File: config.mk
export PLATFORM = sky130hd
export DESIGN_NAME = regfile_wr_arbiter_flat
export DESIGN_NICKNAME = d
export VERILOG_FILES = /design/src/rtl/regfile_wr_arbiter_if.sv /design/src/rtl/regfile_wr_arbiter.sv /design/src/flat_wrapper.sv
export SDC_FILE = /design/constraint.sdc
export NUM_CORES = 1
export LEC_CHECK = 0
export ABC_AREA = 1
export CAP_MARGIN = 25
export CORE_MARGIN = 4
export CORE_UTILIZATION = 49
export CTS_BUF_LIST = sky130_fd_sc_hd__clkbuf_16
export CTS_CLUSTER_DIAMETER = 150
export DETAILED_ROUTE_END_ITERATION = 8
export HOLD_SLACK_MARGIN = 0.06
export PLACE_DENSITY_LB_ADDON = 0.08
export SLEW_MARGIN = 20
export SYNTH_ARGS = -nofsm -noshare
export SYNTH_HDL_FRONTEND = slang
export SYNTH_SLANG_ARGS = --single-unit
File: constraint.sdc
create_clock -name clk -period 7.4 [get_ports clk]
set_clock_uncertainty 0.05 [all_clocks]
set_input_delay 2.22 -clock clk [delete_from_list [all_inputs] [get_ports clk]]
set_output_delay 2.22 -clock clk [all_outputs]
set_load 0.02 [all_outputs]
File: src/rtl/regfile_wr_arbiter_if.sv
// Request/write bundle between requesters, the write arbiter and the SRAM write ports.
interface regfile_wr_arbiter_if #(
  parameter int REQS    = 4,
  parameter int W_PORTS = 2,
  parameter int WIDTH   = 32,
  parameter int DEPTH   = 8
);
  localparam int AW = (DEPTH > 1) ? $clog2(DEPTH) : 1;

  logic [REQS-1:0]                req_valid;
  logic [REQS-1:0][AW-1:0]        req_addr;
  logic [REQS-1:0][WIDTH-1:0]     req_data;
  logic [REQS-1:0]                req_ready;
  logic [W_PORTS-1:0]             w_e;
  logic [W_PORTS-1:0][AW-1:0]     w_addr;
  logic [W_PORTS-1:0][WIDTH-1:0]  w_data;
  logic                           init_done;

  modport master (
    output req_valid, req_addr, req_data,
    input  req_ready, w_e, w_addr, w_data, init_done
  );

  modport slave (
    input  req_valid, req_addr, req_data,
    output req_ready, w_e, w_addr, w_data, init_done
  );
endinterface

File: src/rtl/regfile_wr_arbiter.sv
// Clears SRAM entries 1..DEPTH-1 after reset, then round-robin arbitrates
// requester writes onto W_PORTS registered SRAM write ports.
module regfile_wr_arbiter #(
  parameter int REQS    = 4,
  parameter int W_PORTS = 2,
  parameter int WIDTH   = 32,
  parameter int DEPTH   = 8
) (
  input  logic                 clk,
  input  logic                 rst,
  regfile_wr_arbiter_if.slave  bus
);
  localparam int AW = (DEPTH > 1) ? $clog2(DEPTH) : 1;
  localparam int PW = (REQS > 1) ? $clog2(REQS) : 1;
  localparam int CW = $clog2(DEPTH + W_PORTS) + 1;

  typedef enum logic {INIT, RUN} state_t;

  state_t                          state;
  logic [CW-1:0]                   cnt;
  logic [PW-1:0]                   rr_ptr;
  logic [PW-1:0]                   rr_next;
  logic [PW-1:0]                   idx;
  logic                            clash;
  int unsigned                     used;
  logic [REQS-1:0]                 ready;
  logic [W_PORTS-1:0]              nxt_e;
  logic [W_PORTS-1:0][AW-1:0]      nxt_addr;
  logic [W_PORTS-1:0][WIDTH-1:0]   nxt_data;

  // Scan from rr_ptr; address-0 requests are acked without taking a port,
  // and an address already granted this cycle stalls later requesters.
  always_comb begin
    ready    = '0;
    nxt_e    = '0;
    nxt_addr = '0;
    nxt_data = '0;
    rr_next  = rr_ptr;
    idx      = '0;
    clash    = 1'b0;
    used     = 0;
    if (state == RUN) begin
      for (int unsigned i = 0; i < REQS; i++) begin
        idx = PW'((32'(rr_ptr) + i) % REQS);
        if (bus.req_valid[idx]) begin
          if (bus.req_addr[idx] == '0) begin
            ready[idx] = 1'b1;
            rr_next    = PW'((32'(idx) + 1) % REQS);
          end else begin
            clash = 1'b0;
            for (int unsigned p = 0; p < W_PORTS; p++) begin
              if (nxt_e[p] && nxt_addr[p] == bus.req_addr[idx]) clash = 1'b1;
            end
            if (!clash && used < W_PORTS) begin
              ready[idx] = 1'b1;
              for (int unsigned p = 0; p < W_PORTS; p++) begin
                if (p == used) begin
                  nxt_e[p]    = 1'b1;
                  nxt_addr[p] = bus.req_addr[idx];
                  nxt_data[p] = bus.req_data[idx];
                end
              end
              used    = used + 1;
              rr_next = PW'((32'(idx) + 1) % REQS);
            end
          end
        end
      end
    end
  end

  assign bus.req_ready = ready;

  always_ff @(posedge clk) begin
    if (rst) begin
      state         <= INIT;
      cnt           <= CW'(1);
      rr_ptr        <= '0;
      bus.w_e       <= '0;
      bus.w_addr    <= '0;
      bus.w_data    <= '0;
      bus.init_done <= 1'b0;
    end else begin
      case (state)
        INIT: begin
          for (int unsigned k = 0; k < W_PORTS; k++) begin
            if (32'(cnt) + k < 32'(DEPTH)) begin
              bus.w_e[k]    <= 1'b1;
              bus.w_addr[k] <= AW'(32'(cnt) + k);
            end else begin
              bus.w_e[k]    <= 1'b0;
              bus.w_addr[k] <= '0;
            end
            bus.w_data[k] <= '0;
          end
          // Counter past the last entry means the final clear beat is already on the ports.
          if (32'(cnt) >= 32'(DEPTH)) begin
            state         <= RUN;
            bus.init_done <= 1'b1;
          end else begin
            cnt <= cnt + CW'(W_PORTS);
          end
        end
        RUN: begin
          bus.w_e    <= nxt_e;
          bus.w_addr <= nxt_addr;
          bus.w_data <= nxt_data;
          rr_ptr     <= rr_next;
        end
        default: state <= INIT;
      endcase
    end
  end
endmodule

File: src/flat_wrapper.sv
// flat-port wrapper written by rule: the top's interface ports become plain ports
module regfile_wr_arbiter_flat 
#(
  parameter int REQS    = 4,
  parameter int W_PORTS = 2,
  parameter int WIDTH   = 32,
  parameter int DEPTH   = 8
)
  (clk, rst, bus_req_valid, bus_req_addr, bus_req_data, bus_req_ready, bus_w_e, bus_w_addr, bus_w_data, bus_init_done);
  regfile_wr_arbiter_if #(.REQS(REQS), .W_PORTS(W_PORTS), .WIDTH(WIDTH), .DEPTH(DEPTH)) bus_i ();
  input  logic clk;
  input  logic rst;
  input wire logic [$bits(bus_i.req_valid)-1:0] bus_req_valid;
  input wire logic [$bits(bus_i.req_addr)-1:0] bus_req_addr;
  input wire logic [$bits(bus_i.req_data)-1:0] bus_req_data;
  output wire logic [$bits(bus_i.req_ready)-1:0] bus_req_ready;
  output wire logic [$bits(bus_i.w_e)-1:0] bus_w_e;
  output wire logic [$bits(bus_i.w_addr)-1:0] bus_w_addr;
  output wire logic [$bits(bus_i.w_data)-1:0] bus_w_data;
  output wire logic [$bits(bus_i.init_done)-1:0] bus_init_done;
  assign bus_i.req_valid = bus_req_valid;
  assign bus_i.req_addr = bus_req_addr;
  assign bus_i.req_data = bus_req_data;
  assign bus_req_ready = bus_i.req_ready;
  assign bus_w_e = bus_i.w_e;
  assign bus_w_addr = bus_i.w_addr;
  assign bus_w_data = bus_i.w_data;
  assign bus_init_done = bus_i.init_done;
  regfile_wr_arbiter #(.REQS(REQS), .W_PORTS(W_PORTS), .WIDTH(WIDTH), .DEPTH(DEPTH)) u_core (.clk(clk), .rst(rst), .bus(bus_i));
endmodule
==> results.toml <==
[power_and_ir_drop]
p_seq_frac = 0.108
p_clk_frac = 0.093
switching_share = 0.5490
powerDensity_mw_per_mm2 = 479.8
power_frac_comb = 0.798
leakage_nw = 5.194
switchingPower_mw = 2.911
peakVddDrop_mv = 0.3621
intPower_mw = 2.391

[route]
viasPerCell = 5.517
wl_met2_um = 12510
via_count = 10110
met3_length_um = 2896
drt_iter0_drc = 965
dr.max_layer_used = "met5"
first_pass_iters = 8
met1_length_um = 12200
post-route-drc-count = 0
wl_per_cell_um = 15.41
ant_nets = 0
wl_um = 28220

[floorplanning]
die_area_mm2 = 0.01791
fp.dieH_um = 133.8
initial_core_util = 0.5046
core_area_mm2 = 0.01537
io_pins = 223
num_rows = 45
die_w_um = 133.8

[setup_path]
timing.rr.start = "u_core.rr_ptr[0]"
crit_fanout = 8
worstPathRequired_ns = 5.13
worst-r2r-cell-count = 24
r2r_end = "u_core.bus.w_data[13]"
regToRegSetupSlack_ns = 2.51
path_common_cell = "nand2_2"
cp_slowest_cell = "a21oi_1"
setup.worst_path.start_class = "primary input"
crit_path_end_kind = "output pin"
path_class = "primary input to output pin"
crit_arrival_ns = 4.98
slowest_delay_ns = 0.30
crit_buf_inv = 10
cpLargestDelayFamily = "buffers and inverters"

[global_routing]
grt_start_max_net_pins = 129
first_global_vias = 8925
grt_usage = 0.2997
overflow = 0
antenna_found_initial = 3
grt_pass1_wl_um = 44160

[logic_synthesis]
syn_nets = 1538
ys_async_sr_fraction = 0
seq_area_frac_synth = 0.2065
synth.cell_area_mm2 = 0.007756
synth_commonest_cells = "nand2_1, o21ai_0, inv_1"
avgSynthCellArea_um2 = 5.600
synth_edf_count = 0
synthCells = 1385
synth_top_cell_area_share = 0.2065
ys_seq_elements = 80
synth_cell_types = 42
yosysMostFrequentCell = "nand2_1"
synth_top_cell_by_area = "dfxtp_1"
yosys-top-cells-area = "dfxtp_1, o21ai_0, nand2_1"
synthFlopType = "dfxtp_1"
ys_warn_count = 0

[cts]
clkLatencyLatePin_ns = 0.35
clock-root-buffer = "clkbuf_16"
cts_buffers = 9
ctsHoldBuffers = 0
htreeDepth = 3
cts_tree = "done"
clock-sinks = 80
clk_pin_slew_ns = 0.07
cts_buffer_depth = 2

[place]
placed_cell_area_mm2 = 0.01043
dp.cells = 1798
hpwl_um = 19610
numPortBuffers = 222
gp_congestion = 0.8965
place_ws_ns = -0.6689

[sta]
slew_headroom = 0.3628
fmax_mhz = 137.9
finalSetupViolCount = 0
fin_crit_sh = 0.9800
setup_ws_ns = 0.1480
slew_violations = 0
final-hold-violation-count = 0
worst_slew_pin_slew_ns = 0.9559
final.min_clock_period_ns = 7.252

[finish]
diodes = 0
final_area_mm2 = 0.01105
fillers = 1424
stdcell_count = 1832
areaGrowthSynthToFinish_pct = 42.47
fin_nets = 1769
drive_above_1_share = 0.1295

[worst_hold_path]
hold_end = "u_core.cnt[4]"
hold_path.class = "register to register"
min_path_cells = 2
hp-start = "u_core.cnt[4]"

[job]
cap_viol_max_count = 0

[run_status]
status = "finished clean"
==> area by class of cell <==
| cell class | instances | area [um^2] | share of cell area |
|---|---|---|---|
| Tap cell | 211 | 264.0 | 0.02389 |
| Sequential cell | 80 | 1607 | 0.1454 |
| Multi-Input combinational cell | 1019 | 5172 | 0.4681 |
| Clock buffer | 9 | 225.2 | 0.02038 |
| Timing Repair Buffer | 317 | 2980 | 0.2697 |
| Clock inverter | 7 | 85.08 | 0.007699 |
| Inverter | 189 | 716.9 | 0.06488 |
==> through the flow <==
| step | hold WS [ns] | util | TNS (ns) | power [mW] |
|---|---|---|---|---|
| after floorplan | 0.4045 | - | 0 | 3.181 |
| after global placement | 0.4065 | 0.6786 | -2.167 | 4.444 |
| after detailed placement | 0.4329 | 0.6786 | -2.514 | 4.497 |
| after CTS | 0.4426 | 0.7088 | 0 | 5.160 |
| after global routing | 0.4822 | 0.7189 | -0.1363 | 5.752 |
| final | 0.4391 | 0.7189 | 0 | 5.302 |
==> state kept, by name (all words and copies together), names as in the netlist <==
register              cells
u_core.state              1
u_core.bus.w_data        64
u_core.bus.w_e            2
u_core.cnt                4
u_core.bus.w_addr         6
u_core.rr_ptr             2
u_core.bus.init_done      1
==> worst reg2reg max path: stages, from the launching register on <==
cell and delay, ns:
dfxtp_4 0.60, inv_4 0.20, ha_1 0.49, buf_4 0.33, nand3_1 0.11, o21ai_1 0.15
inv_2 0.07, nand2_2 0.12, inv_2 0.06, nand3_4 0.07, buf_4 0.13, buf_4 0.16
clkinv_1 0.10, ha_1 0.20, inv_1 0.05, a21oi_1 0.06, a21oi_1 0.30, buf_4 0.19
nand4_4 0.16, nor2_4 0.11, buf_4 0.55, inv_2 0.24, nand2_1 0.12, nand2_1 0.05
a21oi_1 0.15
==> timing repair <==
item	4_1_cts	5_1_grt
pin swaps	25	24
buffers inserted	15	1
gates resized for setup	53	38
endpoints found under the setup margin	4	4
==> layout by cell type (no fill, tap or decap), types with 8 or more instances in the layout <==
| master | Yosys | routed |
|---|---|---|
| nand3_2 | 2 | 9 |
| nand2_1 | 372 | 348 |
| o211a_1 | 8 | 8 |
| o221ai_1 | 25 | 25 |
| buf_4 | 8 | 94 |
| inv_1 | 179 | 167 |
| inv_2 | 7 | 17 |
| clkdlybuf4s50_1 | 0 | 202 |
| o22ai_1 | 16 | 16 |
| nand3_1 | 47 | 39 |
| dfxtp_1 | 80 | 78 |
| dlygate4sd2_1 | 0 | 9 |
| clkbuf_16 | 0 | 9 |
| o21ai_1 | 39 | 39 |
| a21oi_1 | 100 | 99 |
| nor2_1 | 37 | 35 |
| nand2_2 | 6 | 29 |
| o21ai_0 | 300 | 299 |
==> kinds of logic after synthesis <==
| group | share of synthesized area |
|---|---|
| XOR/XNOR | 0.004518 |
| adder cells (fa/ha/maj) | 0.01129 |
| multiplexers | 0.007743 |
| flip-flops | 0.2065 |
| AND/OR/NAND/NOR | 0.2596 |
| buffers and inverters | 0.1470 |
| AO/OA/AOI/OAI | 0.3634 |
==> worst max-delay path by stage <==
stage | startpoint | endpoint | slack, ns | depth (start not counted)
finish | bus_req_addr[1] | bus_req_ready[1] | 0.15 | 26
global route | bus_req_addr[4] | bus_req_ready[0] | -0.04 | 26
CTS | bus_req_addr[8] | bus_req_ready[0] | 0.0007 | 29
detailed placement | bus_req_valid[3] | bus_req_ready[0] | -0.67 | 28
global placement | bus_req_valid[1] | bus_req_ready[0] | -0.54 | 28
floorplan | bus_req_valid[1] | bus_req_ready[0] | 0.13 | 25
==> power groups by stage <==
stage	combinational (mW)	clock, mW	sequential, mW
6_report	4.23	0.495	0.574
4_1_cts	4.09	0.498	0.572
3_3_place_gp	3.86	0	0.580
5_1_grt	4.65	0.515	0.586
2_1_floorplan	2.52	0	0.656
3_5_place_dp	3.92	0	0.580
==> routing by layer <==
layer  up-vias  GRT usage
met5         -          0
met4         6    0.09029
met3        42    0.06452
met2       519     0.4736
met1      4483     0.4108
li1       5058          -
(Power assumes the default switching activity.)
